$ cat config.mk
export PLATFORM = sky130hd
export DESIGN_NAME = ram_debug_loader_flat
export DESIGN_NICKNAME = d
export VERILOG_FILES = /design/src/rtl/ram_debug_loader_if.sv /design/src/rtl/ram_debug_loader.sv /design/src/flat_wrapper.sv
export SDC_FILE = /design/constraint.sdc
export NUM_CORES = 1
export LEC_CHECK = 0
export ABC_AREA = 1
export CAP_MARGIN = 20
export CORE_MARGIN = 8
export CORE_UTILIZATION = 40
export CTS_BUF_LIST = sky130_fd_sc_hd__clkbuf_8 sky130_fd_sc_hd__clkbuf_16
export CTS_CLUSTER_DIAMETER = 120
export DETAILED_ROUTE_END_ITERATION = 16
export PLACE_DENSITY = 0.68
export SYNTH_ARGS = -nofsm -noshare
export SYNTH_HDL_FRONTEND = slang
export SYNTH_SLANG_ARGS = --single-unit
$ cat constraint.sdc
create_clock -name CPU_CLK -period 3.1 [get_ports CPU_CLK]
set_input_delay 0.62 -clock CPU_CLK [delete_from_list [all_inputs] [get_ports CPU_CLK]]
set_output_delay 0.62 -clock CPU_CLK [all_outputs]
set_load 0.1 [all_outputs]
$ cat src/rtl/ram_debug_loader_if.sv
// Host byte-stream link between a host transport (for example a UART
// receiver/transmitter pair) and the debug RAM loader.
//   In_Data/In_Valid/In_Ready    : host -> loader command and payload bytes
//   Out_Data/Out_Valid/Out_Ready : loader -> host response bytes
// modport slave  : the loader side
// modport master : the host side
interface ram_debug_loader_if;
  logic [7:0] In_Data;
  logic       In_Valid;
  logic       In_Ready;
  logic [7:0] Out_Data;
  logic       Out_Valid;
  logic       Out_Ready;

  modport slave (
    input  In_Data, In_Valid, Out_Ready,
    output In_Ready, Out_Data, Out_Valid
  );

  modport master (
    output In_Data, In_Valid, Out_Ready,
    input  In_Ready, Out_Data, Out_Valid
  );
endinterface

$ cat src/rtl/ram_debug_loader.sv
// Byte-protocol front end for the RV32Core debug RAM ports. Host commands
// fill DataRAM/InstRAM through the A2/WD2/WE2 debug port ('W'), dump RAM
// words back as little-endian bytes ('D'), or pulse the core reset ('G').
// Ports:
//   CPU_CLK, CPU_RST        : clock, synchronous active-high block reset
//   host                    : byte stream in/out (ram_debug_loader_if.slave)
//   Core_Rst                : drives the core's reset
//   CPU_Debug_*RAM_A2/WD2/WE2/RD2 : debug port of each RAM
//   Busy                    : high whenever the FSM is not idle
//   Err                     : sticky protocol error, cleared by CPU_RST
module ram_debug_loader #(
  parameter int BRAMWORDS    = 4096,
  parameter int READ_LATENCY = 2,
  parameter int RST_CYCLES   = 5
) (
  input  logic        CPU_CLK,
  input  logic        CPU_RST,
  ram_debug_loader_if.slave host,
  output logic        Core_Rst,
  output logic [31:0] CPU_Debug_DataRAM_A2,
  output logic [31:0] CPU_Debug_DataRAM_WD2,
  output logic [3:0]  CPU_Debug_DataRAM_WE2,
  input  logic [31:0] CPU_Debug_DataRAM_RD2,
  output logic [31:0] CPU_Debug_InstRAM_A2,
  output logic [31:0] CPU_Debug_InstRAM_WD2,
  output logic [3:0]  CPU_Debug_InstRAM_WE2,
  input  logic [31:0] CPU_Debug_InstRAM_RD2,
  output logic        Busy,
  output logic        Err
);

  localparam logic [7:0]  CMD_WRITE = 8'h57;
  localparam logic [7:0]  CMD_DUMP  = 8'h44;
  localparam logic [7:0]  CMD_GO    = 8'h47;
  localparam logic [7:0]  ACK_BYTE  = 8'h4B;
  localparam logic [31:0] ADDR_LAST = 32'((BRAMWORDS - 1) * 4);
  localparam logic [15:0] WAIT_LAST = 16'(READ_LATENCY - 1);
  localparam logic [15:0] HOLD_LAST = 16'(RST_CYCLES - 1);

  typedef enum logic [3:0] {
    IDLE, TGT, CNT_H, CNT_L, WR_BYTE, WR_COMMIT,
    RD_ISSUE, RD_WAIT, RD_SEND, RST_HOLD, ACK
  } state_t;

  state_t      state, stateNext;
  logic        live, isWrite, tgtInst, outValid, err;
  logic [7:0]  outData, cntHi;
  logic [15:0] remaining, waitCnt;
  logic [31:0] addr, addrNext, wordBuf, rdShift, rdWord;
  logic [1:0]  byteIdx;
  logic        accept, outFire, cntZero, cmdValid, tgtValid, lastWord;

  // live holds In_Ready low during reset and for the first cycle after it.
  assign host.In_Ready  = live && (state inside {IDLE, TGT, CNT_H, CNT_L, WR_BYTE});
  assign host.Out_Valid = outValid;
  assign host.Out_Data  = outData;
  assign accept   = host.In_Valid && host.In_Ready;
  assign outFire  = outValid && host.Out_Ready;
  assign cntZero  = ({cntHi, host.In_Data} == 16'd0);
  assign cmdValid = host.In_Data inside {CMD_WRITE, CMD_DUMP, CMD_GO};
  assign tgtValid = (host.In_Data[7:1] == 7'd0);
  assign lastWord = (remaining == 16'd1);
  assign addrNext = (addr == ADDR_LAST) ? 32'd0 : addr + 32'd4;
  assign rdWord   = tgtInst ? CPU_Debug_InstRAM_RD2 : CPU_Debug_DataRAM_RD2;
  assign Core_Rst = (state == RST_HOLD);
  assign Busy     = (state != IDLE);
  assign Err      = err;

  always_ff @(posedge CPU_CLK) begin
    if (CPU_RST) state <= IDLE;
    else         state <= stateNext;
  end

  always_comb begin
    stateNext = state;
    case (state)
      IDLE: if (accept) begin
        if (host.In_Data == CMD_WRITE || host.In_Data == CMD_DUMP) stateNext = TGT;
        else if (host.In_Data == CMD_GO)                           stateNext = RST_HOLD;
      end
      TGT:       if (accept) stateNext = tgtValid ? CNT_H : IDLE;
      CNT_H:     if (accept) stateNext = CNT_L;
      CNT_L:     if (accept) begin
        if (isWrite) stateNext = cntZero ? ACK : WR_BYTE;
        else         stateNext = cntZero ? IDLE : RD_ISSUE;
      end
      WR_BYTE:   if (accept && byteIdx == 2'd3) stateNext = WR_COMMIT;
      WR_COMMIT: stateNext = lastWord ? ACK : WR_BYTE;
      RD_ISSUE:  stateNext = RD_WAIT;
      RD_WAIT:   if (waitCnt == WAIT_LAST) stateNext = RD_SEND;
      RD_SEND:   if (outFire && byteIdx == 2'd3) stateNext = lastWord ? IDLE : RD_ISSUE;
      RST_HOLD:  if (waitCnt == HOLD_LAST) stateNext = ACK;
      ACK:       if (outFire) stateNext = IDLE;
      default:   stateNext = IDLE;
    endcase
  end

  // Only the selected RAM sees address/strobe activity; WD2 only carries
  // data during the commit cycle.
  always_comb begin
    CPU_Debug_DataRAM_A2  = '0;
    CPU_Debug_DataRAM_WD2 = '0;
    CPU_Debug_DataRAM_WE2 = '0;
    CPU_Debug_InstRAM_A2  = '0;
    CPU_Debug_InstRAM_WD2 = '0;
    CPU_Debug_InstRAM_WE2 = '0;
    if (state inside {WR_COMMIT, RD_ISSUE, RD_WAIT}) begin
      if (tgtInst) CPU_Debug_InstRAM_A2 = addr;
      else         CPU_Debug_DataRAM_A2 = addr;
    end
    if (state == WR_COMMIT) begin
      if (tgtInst) begin
        CPU_Debug_InstRAM_WD2 = wordBuf;
        CPU_Debug_InstRAM_WE2 = 4'b1111;
      end else begin
        CPU_Debug_DataRAM_WD2 = wordBuf;
        CPU_Debug_DataRAM_WE2 = 4'b1111;
      end
    end
  end

  always_ff @(posedge CPU_CLK) begin
    if (CPU_RST) begin
      live      <= 1'b0;
      isWrite   <= 1'b0;
      tgtInst   <= 1'b0;
      outValid  <= 1'b0;
      outData   <= '0;
      err       <= 1'b0;
      cntHi     <= '0;
      remaining <= '0;
      waitCnt   <= '0;
      addr      <= '0;
      byteIdx   <= '0;
    end else begin
      live <= 1'b1;
      case (state)
        IDLE: if (accept) begin
          isWrite <= (host.In_Data == CMD_WRITE);
          addr    <= '0;
          byteIdx <= '0;
          waitCnt <= '0;
          if (!cmdValid) err <= 1'b1;
        end
        TGT: if (accept) begin
          tgtInst <= host.In_Data[0];
          if (!tgtValid) err <= 1'b1;
        end
        CNT_H: if (accept) cntHi <= host.In_Data;
        CNT_L: if (accept) begin
          remaining <= {cntHi, host.In_Data};
          if (isWrite && cntZero) begin
            outValid <= 1'b1;
            outData  <= ACK_BYTE;
          end
        end
        WR_BYTE: if (accept) byteIdx <= byteIdx + 2'd1;
        WR_COMMIT: begin
          remaining <= remaining - 16'd1;
          addr      <= addrNext;
          if (lastWord) begin
            outValid <= 1'b1;
            outData  <= ACK_BYTE;
          end
        end
        RD_ISSUE: waitCnt <= '0;
        // Capture edge: the first byte is registered together with the word.
        RD_WAIT: begin
          waitCnt <= waitCnt + 16'd1;
          if (waitCnt == WAIT_LAST) begin
            outValid <= 1'b1;
            outData  <= rdWord[7:0];
            byteIdx  <= '0;
          end
        end
        RD_SEND: if (outFire) begin
          byteIdx <= byteIdx + 2'd1;
          if (byteIdx == 2'd3) begin
            outValid  <= 1'b0;
            remaining <= remaining - 16'd1;
            addr      <= addrNext;
          end else begin
            outData <= rdShift[15:8];
          end
        end
        RST_HOLD: begin
          waitCnt <= waitCnt + 16'd1;
          if (waitCnt == HOLD_LAST) begin
            outValid <= 1'b1;
            outData  <= ACK_BYTE;
          end
        end
        ACK: if (outFire) outValid <= 1'b0;
        default: ;
      endcase
    end
  end

  // Word assembly and read shift register carry data only; stale contents
  // after a reset are always fully overwritten before use.
  always_ff @(posedge CPU_CLK) begin
    if (state == WR_BYTE && accept) wordBuf <= {host.In_Data, wordBuf[31:8]};
    if (state == RD_WAIT && waitCnt == WAIT_LAST) rdShift <= rdWord;
    else if (state == RD_SEND && outFire)         rdShift <= {8'd0, rdShift[31:8]};
  end

endmodule
$ cat src/flat_wrapper.sv
// flat-port wrapper written by rule: the top's interface ports become plain ports
module ram_debug_loader_flat 
#(
  parameter int BRAMWORDS    = 4096,
  parameter int READ_LATENCY = 2,
  parameter int RST_CYCLES   = 5
)
  (CPU_CLK, CPU_RST, Core_Rst, CPU_Debug_DataRAM_A2, CPU_Debug_DataRAM_WD2, CPU_Debug_DataRAM_WE2, CPU_Debug_DataRAM_RD2, CPU_Debug_InstRAM_A2, CPU_Debug_InstRAM_WD2, CPU_Debug_InstRAM_WE2, CPU_Debug_InstRAM_RD2, Busy, Err, host_In_Data, host_In_Valid, host_Out_Ready, host_In_Ready, host_Out_Data, host_Out_Valid);
  ram_debug_loader_if host_i ();
  input  logic CPU_CLK;
  input  logic CPU_RST;
  output logic Core_Rst;
  output logic [31:0] CPU_Debug_DataRAM_A2;
  output logic [31:0] CPU_Debug_DataRAM_WD2;
  output logic [3:0] CPU_Debug_DataRAM_WE2;
  input  logic [31:0] CPU_Debug_DataRAM_RD2;
  output logic [31:0] CPU_Debug_InstRAM_A2;
  output logic [31:0] CPU_Debug_InstRAM_WD2;
  output logic [3:0] CPU_Debug_InstRAM_WE2;
  input  logic [31:0] CPU_Debug_InstRAM_RD2;
  output logic Busy;
  output logic Err;
  input wire logic [$bits(host_i.In_Data)-1:0] host_In_Data;
  input wire logic [$bits(host_i.In_Valid)-1:0] host_In_Valid;
  input wire logic [$bits(host_i.Out_Ready)-1:0] host_Out_Ready;
  output wire logic [$bits(host_i.In_Ready)-1:0] host_In_Ready;
  output wire logic [$bits(host_i.Out_Data)-1:0] host_Out_Data;
  output wire logic [$bits(host_i.Out_Valid)-1:0] host_Out_Valid;
  assign host_i.In_Data = host_In_Data;
  assign host_i.In_Valid = host_In_Valid;
  assign host_i.Out_Ready = host_Out_Ready;
  assign host_In_Ready = host_i.In_Ready;
  assign host_Out_Data = host_i.Out_Data;
  assign host_Out_Valid = host_i.Out_Valid;
  ram_debug_loader #(.BRAMWORDS(BRAMWORDS), .READ_LATENCY(READ_LATENCY), .RST_CYCLES(RST_CYCLES)) u_core (.CPU_CLK(CPU_CLK), .CPU_RST(CPU_RST), .host(host_i), .Core_Rst(Core_Rst), .CPU_Debug_DataRAM_A2(CPU_Debug_DataRAM_A2), .CPU_Debug_DataRAM_WD2(CPU_Debug_DataRAM_WD2), .CPU_Debug_DataRAM_WE2(CPU_Debug_DataRAM_WE2), .CPU_Debug_DataRAM_RD2(CPU_Debug_DataRAM_RD2), .CPU_Debug_InstRAM_A2(CPU_Debug_InstRAM_A2), .CPU_Debug_InstRAM_WD2(CPU_Debug_InstRAM_WD2), .CPU_Debug_InstRAM_WE2(CPU_Debug_InstRAM_WE2), .CPU_Debug_InstRAM_RD2(CPU_Debug_InstRAM_RD2), .Busy(Busy), .Err(Err));
endmodule
==> Yosys cells after proc, flatten, opt, wreduce, memory -nomap -nowiden <==
Index checks and enable logic that the tools add are counted.
{ "totals": {"mem_bits_ro": 0, "ramBits": 0, "inputBits": 76, "regBits": 155, "out_inout_bits": 149, "elab_cells": 163, "latchBits": 0, "mem_count": 0} }
{ "op_classes": {"mul": 0, "muxes": 72, "bitwise": 0, "n_eq_ne": 36, "div": 0, "addsub": 4, "shift": 0, "n_reduce_logical": 37, "n_lt_le_gt_ge": 0} }
{ "op_table": {"columns": ["operator", "n"], "rows": [
  ["two-way mux 32 bit", 15],
  ["case mux 16 bit (3 select lines)", 2],
  ["case mux 32 bit (3 select lines)", 1],
  ["two-way mux 4 bit", 18],
  ["two-way mux 16 bit", 4],
  ["two-way mux 8 bit", 7],
  ["case mux 4 bit (11 select lines)", 1],
  ["case mux 8 bit (5 select lines)", 1],
  ["adder 32 x 3 -> 32 bit, second input constant", 1],
  ["equality test 16 x 1 -> 1 bit, second input constant", 2],
  ["equality test 32 x 14 -> 1 bit, second input constant", 1],
  ["equality test 8 x 7 -> 1 bit, second input constant", 3],
  ["inequality test 2 x 1 -> 1 bit, second input constant", 12],
  ["adder 16 x 1 -> 16 bit, second input constant", 1],
  ["equality test 16 x 3 -> 1 bit, second input constant", 1],
  ["equality test 4 x 3 -> 1 bit, second input constant", 4],
  ["logical NOT 16 bit", 1],
  ["subtractor 16 x 1 -> 16 bit, second input constant", 1],
  ["nonzero test 3 bit", 5],
  ["two-way mux 1 bit", 13],
  ["equality test 4 bit, second input constant", 3],
  ["two-way mux 2 bit", 5],
  ["inequality test 2 bit, second input constant", 5],
  ["AND reduction 10 bit", 1],
  ["23 further kinds", 41]
]} }

==> Depth between registers and ports, before layout <==
Gate-level depths: netlist of run 1.
{ "logic_depth": {"ltp_word": 7, "depth_mapped": 12, "depth_no_buf": 12} }

==> Least setup slack after synthesis of run 1 <==
OpenSTA, ideal clock, no wires.
{ "synth_path": {"path_kind": "register to output", "startpoint": "register u_core.state[0]", "endpoint": "output port CPU_Debug_DataRAM_WD2[10]", "n_path_buf": 1, "setup_slack_ns": -1.557, "arrival_time_ns": 4.037, "stages_incl_launch_ff": 8, "path_cell_list": "dfxtp_1 nand2_2 nor2_4 inv_1 nor2_1 inv_1 clkbuf_1 nor2_1"} }
{ "synth_via": {"elab_chain_cells": 2} }
{ "synth_lines": {"columns": ["element", "line_no", "source"], "rows": [
  ["from (decl)", "ram_debug_loader.sv:45", "state_t state, stateNext;"],
  ["from (signal assigned)", "ram_debug_loader.sv:71", "else state <= stateNext;"],
  ["equality test 4 x 3 -> 1 bit", "ram_debug_loader.sv:111", "if (state == WR_COMMIT) begin"],
  ["two-way mux 32 bit", "ram_debug_loader.sv:111", null],
  ["to (decl)", "flat_wrapper.sv:14", "output logic [31:0] CPU_Debug_DataRAM_WD2;"]
]} }
Every way passes these cells.

==> Worst setup path in the final report of run 1 <==
Same ends and word-level chain as after synthesis.

==> results of run 1 <==
==> kinds of logic after synthesis <==
logic type	count (synthesis)
xor+xnor	11
simple gates	737
other cells	1
fa+ha+maj	9
buf+inv	223
flops	145
compound gates	179
==> layer usage <==
layer,global-route usage,up-vias,wire (um)
met5,0,-,0
met4,0.0715,0,647
met3,0.0471,51,1930
met2,0.355,291,13400
met1,0.230,4074,11000
li1,-,4593,-
==> state kept, by name, summed over array words and instances (netlist names), 2 cells and up <==
register / count
u_core.remaining: 16
u_core.addr: 30
u_core.rdShift: 24
u_core.state: 4
u_core.wordBuf: 32
u_core.waitCnt: 16
u_core.byteIdx: 2
u_core.host.Out_Data: 8
u_core.cntHi: 8
==> layout by cell type (no fill, tap or decap), drive strengths merged <==
cell	n
dfxtp	89
xor2	9
nand3	96
o211ai	3
a21oi	85
or2	6
nor3	41
nand3b	7
o21ai	59
a21boi	1
nand2	239
edfxtp	56
bufinv	1
ha	9
buf	162
nor2	331
a31o	2
inv	164
nand4	16
clkinv	12
xnor2	2
clkinvlp	1
a31oi	5
clkdlybuf4s50	75
nor4	1
conb	4
o31ai	24
clkbuf	19
==> cell usage after synthesis (16+ instances only) <==
library cell / n / area, sq um
sky130_fd_sc_hd__o31ai_1: 24 / 180
sky130_fd_sc_hd__nor2_1: 314 / 1180
sky130_fd_sc_hd__a21oi_1: 85 / 425
sky130_fd_sc_hd__dfxtp_1: 89 / 1780
sky130_fd_sc_hd__nor3_1: 40 / 200
sky130_fd_sc_hd__nand3_1: 94 / 470
sky130_fd_sc_hd__inv_1: 152 / 571
sky130_fd_sc_hd__o21ai_0: 44 / 220
sky130_fd_sc_hd__nand4_1: 16 / 100
sky130_fd_sc_hd__clkbuf_1: 29 / 109
sky130_fd_sc_hd__nand2_1: 232 / 871
sky130_fd_sc_hd__edfxtp_1: 56 / 1680
==> power breakdown <==
part	total [mW]	internal [mW]	switching, mW
logic	3.03	0.833	2.20
registers	2.27	2.14	0.132
clock network	2.01	1.20	0.816
==> what timing repair did <==
item | 4_1_cts | 5_1_grt
buffers inserted | 0 | 1
setup endpoints to repair | 0 | 32
hold endpoints to repair | 0 | 0
==> metrics by stage <==
step / TNS (ps) / cells / worst slack (ps)
detailed placement: 0 / 1766 / 458
CTS: 0 / 1798 / 46.8
global placement: 0 / 1766 / 484
global route: 0 / 1799 / 52.4
floorplan: -10380 / 1308 / -659
finish: 0 / 1799 / 182
==> final cells by class <==
class / instances / area [sq um] / area share
Tap cell: 280 / 350 / 0.0260
Inverter: 165 / 622 / 0.0462
Sequential cell: 145 / 3460 / 0.257
Clock inverter: 13 / 109 / 0.00809
Timing Repair Buffer: 237 / 3590 / 0.267
Multi-Input combinational cell: 940 / 4850 / 0.360
Clock buffer: 19 / 475 / 0.0353
==> worst max-delay path by stage <==
stage                     slack [ps]  cells after the start                        end
after floorplan                 -660                      5   CPU_Debug_InstRAM_A2[22]
final                            180                      8  CPU_Debug_DataRAM_WD2[10]
after detailed placement         460                     12    u_core.host.Out_Data[5]
after global placement           480                      8             u_core.addr[4]
after global routing              50                      8  CPU_Debug_DataRAM_WD2[10]
after CTS                         50                      8  CPU_Debug_InstRAM_WD2[10]
==> worst register-to-register path, stage by stage, from the launching register on <==
cell	delay [ps]
sky130_fd_sc_hd__dfxtp_1	440
sky130_fd_sc_hd__nand2_2	130
sky130_fd_sc_hd__nor2_4	390
sky130_fd_sc_hd__nor2_8	140
sky130_fd_sc_hd__nand2_4	90
sky130_fd_sc_hd__nand3_4	290
sky130_fd_sc_hd__inv_4	330
sky130_fd_sc_hd__nand2_1	100
sky130_fd_sc_hd__nand2_2	210
sky130_fd_sc_hd__nor3_1	100
==> metrics.txt, run 1 <==
Yosys cell types 39; area overhead of the layout relative to synthesis 54.1%; final wirelength approximately 27000 um; max-slew violation total from the final report 0; number of instances on the worst hold path 0; maximum number of pins on one net before global-route repair 44; final HPWL from detailed placement about 21000 um; I/O pins ~230; worst hold slack after final layout roughly 450 ps; worst hold start u_core.wordBuf[17]; Crit-path slowest cell sky130_fd_sc_hd__dfxtp_1; Die Span Y 164 um; final estimated routing congestion in global placement 0.912; DP Area approximately 13000 sq um; die boundary width ~160 um; Floorplan Core Area ~22000 sq um; Worst-path clk slew around 60 ps; area share of fa/ha/maj cells after synthesis 0.0129; sequence of cells on the critical path nand2_2 -> nor2_4 -> inv_1 -> nor2_4 -> inv_2 -> buf_12 -> nor2_2 -> buf_12; clk buf depth 2; routed via count about 9000; slew at the pin closest to its max-slew limit 673 ps; GRT Resource Usage Total 0.200; count of input and output buffers 220; total setup violations reported at the end of the flow 0; number of endpoints with negative hold slack in the final report 0; register-to-register setup slack approximately 770 ps; maximum operating frequency 343 MHz; Finished Core Util 0.623; power per unit of standard cell area approximately 540 nW/um^2; synthesized-area fraction occupied by and/or/nand/nor cells 0.360; worst slew margin relative to its limit 0.550; max cap viols 0; nets 1591; dominant combinational cell family by area after synthesis simple AND/OR/NAND/NOR gates; worst hold-check path type reg2reg; FF-to-FF Start u_core.state[3]; number of buffer and inverter stages on the critical path 4; final setup skew between 10 and 15 ps; startpoint types flop; Post-synth EDFFs 56; Post-DRT Antenna Nets 0; delay of the slowest critical-path stage 450 ps; clk sink count approximately 150; cell count of the worst reg-to-reg path 9; critical path fanouts, max 32; starting utilization of the core area 0.404; final cell area excluding filler cells 13500 sq um; total power of the final layout between 7 and 8 mW; fraction of final layout cells with drive strength greater than 1 0.203; Crit Path Class reg2out; data required time at the worst endpoint between 2000 and 2500 ps; DIE AREA 26800 sq um; initial antenna violation count 0; mux share of post-synthesis cell area 0; sequential element share of the synthesized area 0.397; layout filler cell count around 1900; number of warnings reported in the yosys synthesis log 0; result of the run finished, final reports clean; number of iterations in the first detailed-routing pass 5; clock tree from TritonCTS done; VDD IR max ~0.54 mV; Period Utilization, post-route 0.941; category of cells accounting for the largest share of critical-path delay simple AND/OR/NAND/NOR gates; Hold-fix buffers, CTS 0; DRC violation count after routing 0; first-pass GRT wire length 43500 um; vias in the first global route around 8800; number of buffers created by CTS 17; critical path data arrival time about 2300 ps; count of inserted antenna diode cells 0; mean area per synthesized cell 6.69 sq um; RR Endpoint u_core.addr[4]; complex-gate fraction of the synthesized area 0.113; proportion of register bits with asynchronous set or reset after synthesis 0; shortest period the worst path allows slightly below 3000 ps; wire length per cell after detailed routing 15.0 um; global-route congestion overflow total 0; Critical path origin u_core.state[0]; XOR/XNOR Fraction of Synth Area 0.0110; worst hold path endpoint u_core.wordBuf[9]; total leakage power 5.27 nW; Post-Syn Instances around 1300; clock root buffer master sky130_fd_sc_hd__clkbuf_16; insertion delay to the later sink of the worst-skew pair 420 ps; H-tree levels 4; Main synth FF type sky130_fd_sc_hd__dfxtp_1; cell area after synthesis 8730 sq um; violation count after the first detailed-routing iteration between 600 and 700; mean number of vias per cell roughly 5; Gates resized, CTS repair 0; nature of the critical path endpoint primary output; number of flip-flops and latches in the synthesized netlist 145; unrepaired setup endpoints after global routing false; cell row count 54
Power figures use the tool's default switching activity.
==> run 2: changes to the inputs <==
--- a/config.mk
+++ b/config.mk
@@ -8,11 +8,11 @@
 export ABC_AREA = 1
 export CAP_MARGIN = 20
 export CORE_MARGIN = 8
-export CORE_UTILIZATION = 40
+export CORE_UTILIZATION = 50
 export CTS_BUF_LIST = sky130_fd_sc_hd__clkbuf_8 sky130_fd_sc_hd__clkbuf_16
-export CTS_CLUSTER_DIAMETER = 120
+export CTS_CLUSTER_DIAMETER = 80
 export DETAILED_ROUTE_END_ITERATION = 16
-export PLACE_DENSITY = 0.68
+export PLACE_DENSITY = 0.82
 export SYNTH_ARGS = -nofsm -noshare
 export SYNTH_HDL_FRONTEND = slang
 export SYNTH_SLANG_ARGS = --single-unit
==> run 2 against run 1 <==
Net effect: worst hold slack gained 1.3 ps; sequential power barely moved; clock skew is 5.1 ps lower; largest cell class unchanged; routed wire length up 3.0%; largest power group unchanged.
==> metrics.txt, run 2 (synthesized netlist as in run 1, its figures left out) <==
wire length per cell after detailed routing 16.0 um (+6.4%); unrepaired setup endpoints after global routing false; max FFs per register 32 (unchanged); Finished Core Util 0.779 (+0.157); Period Utilization, post-route 0.943 (+0.00228); global-route congestion overflow total 0 (unchanged); total leakage power 5.25 nW (-0.31%); final wirelength 27900 um (+3.0%); number of endpoints with negative hold slack in the final report 0 (unchanged); Storage cell area 3460 sq um (unchanged); Top Registers u_core.wordBuf x32, u_core.addr x30, u_core.rdShift x24; Crit-path slowest cell sky130_fd_sc_hd__dfxtp_1; count of inserted antenna diode cells 0 (unchanged); worst slew margin relative to its limit 0.568 (+0.0172); final setup skew 5.72 ps (-5.09 ps); I/O pins 225 (unchanged); maximum operating frequency 342 MHz (-0.24%); routed via count 9312 (+3.4%); critical path fanouts, max 32 (unchanged); violation count after the first detailed-routing iteration 808 (+32%); nets 1589 (-0.13%); Floorplan Core Area 17200 sq um (-21%); post-route worst setup slack 175 ps (-7.06 ps); Setup Slack @ Placement 352 ps (-106 ps); critical path data arrival time 2300 ps (about the same); die boundary width 148 um (-9.5%); clock tree from TritonCTS done; H-tree levels 4 (unchanged); Crit Path Class reg2out; Hold-fix buffers, CTS 0 (unchanged); DRC violation count after routing 0 (unchanged); sequence of cells on the critical path nand2_2 -> nor2_4 -> inv_1 -> nor2_4 -> inv_2 -> buf_12 -> nor2_2 -> buf_12; final cell area excluding filler cells 13400 sq um (-0.55%); clk buf depth 2 (unchanged); VDD IR max 0.457 mV (-15%); fraction of final layout cells with drive strength greater than 1 0.201 (-0.00171); final HPWL from detailed placement 21300 um (+1.4%); max cap viols 0 (unchanged); DIE AREA 22000 sq um (-18%); layout filler cell count 1198 (-38%); area overhead of the layout relative to synthesis 53.3%; DP Area 12800 sq um (-0.65%); starting utilization of the core area 0.508 (+0.105); first-pass GRT wire length 44800 um (+2.8%); maximum number of pins on one net before global-route repair 44 (unchanged); shortest period the worst path allows 2920 ps (+7.06 ps); number of buffers created by CTS 17 (unchanged); total setup violations reported at the end of the flow 0 (unchanged); register with the highest flop count u_core.wordBuf; Gates resized, CTS repair 0 (unchanged); delay of the slowest critical-path stage 430 ps (-20 ps); number of instances on the worst hold path 0 (unchanged); most frequent cells in the layout 248 x sky130_fd_sc_hd__nor2_1, 232 x sky130_fd_sc_hd__nand2_1, 152 x sky130_fd_sc_hd__inv_1; clk sink count 145 (unchanged); result of the run finished, final reports clean; worst hold slack after final layout 449 ps (+1.31 ps); cell row count 48 (-11%); data required time at the worst endpoint 2480 ps (about the same); area taken by multi-input logic gates 4850 sq um (unchanged); power per unit of standard cell area 550 nW/um^2 (+1.4%); Post-CTS Setup Bufs 0 (unchanged); GRT Resource Usage Total 0.251 (+0.0507); mean number of vias per cell 5.35 (+6.7%); Worst-path clk slew 60 ps (about the same); Post-DRT Antenna Nets 0 (unchanged); Die Span Y 148 um (-9.5%); nature of the critical path endpoint primary output; slew at the pin closest to its max-slew limit 648 ps (-24.2 ps); number of iterations in the first detailed-routing pass 5 (unchanged); worst hold-check path type reg2reg; final estimated routing congestion in global placement 0.930 (+1.9%); vias in the first global route 8859 (+1.0%); max-slew violation total from the final report 0 (unchanged); cell count of the worst reg-to-reg path 9 (unchanged); most common cell after layout, fill and taps aside sky130_fd_sc_hd__nor2_1; startpoint types flop; insertion delay to the later sink of the worst-skew pair 430 ps (about the same); count of input and output buffers 220 (unchanged); clock root buffer master sky130_fd_sc_hd__clkbuf_16; initial antenna violation count 0 (unchanged)
## run 2: changes by cell type in the layout (fill, tap and decap cells not counted)
cell | before | now
sky130_fd_sc_hd__clkbuf_8 | 0 | 1
sky130_fd_sc_hd__clkinv_2 | 4 | 1
sky130_fd_sc_hd__clkinv_4 | 4 | 2
sky130_fd_sc_hd__clkinvlp_4 | 1 | 4
sky130_fd_sc_hd__buf_4 | 32 | 30
sky130_fd_sc_hd__inv_4 | 3 | 2
sky130_fd_sc_hd__inv_6 | 0 | 1
sky130_fd_sc_hd__inv_1 | 151 | 152
## run 2: path summary, 6_finish.rpt
path / from / end / slack (ps)
setup / recovery: u_core.state[2] / CPU_Debug_DataRAM_WD2[10] / 180
hold reg to reg: u_core.wordBuf[21] / u_core.wordBuf[13] / 450
hold / removal: u_core.wordBuf[21] / u_core.wordBuf[13] / 450
setup reg to reg: u_core.state[3] / u_core.addr[29] / 590
## run 2: critical path: cells and delay by family, from the launching register on
family,cells,cell delay [ps]
buf+inv,4,650
simple gates,4,760
flops,1,430
## run 2: cell type report
type,count,area share
tap,225,0.0210
multi-input combinational,940,0.362
clock inverter,12,0.00785
timing repair buffer,235,0.267
clock buffer,20,0.0365
inverter,165,0.0464
sequential,145,0.259
## run 2: per-stage QoR
stage	TNS, ps	power (mW)	std cells
6_report	0	7.37	1742
4_1_cts	0	7.34	1741
5_1_grt	0	7.74	1742
3_3_place_gp	0	5.23	1709
3_5_place_dp	0	5.29	1709
2_1_floorplan	-10380	4.64	1308
## run 2: power by group
group / total (mW) / leakage, nW / switching [mW] / internal (mW)
logic: 3.04 / 3.75 / 2.21 / 0.827
clock network: 2.06 / 0.288 / 0.845 / 1.22
registers: 2.27 / 1.21 / 0.132 / 2.14
## run 2: metal layers
layer | wire, um | GRT usage
met1 | 10800 | 0.291
met2 | 14300 | 0.441
met3 | 2020 | 0.0568
met4 | 690 | 0.0938
met5 | 0 | 0
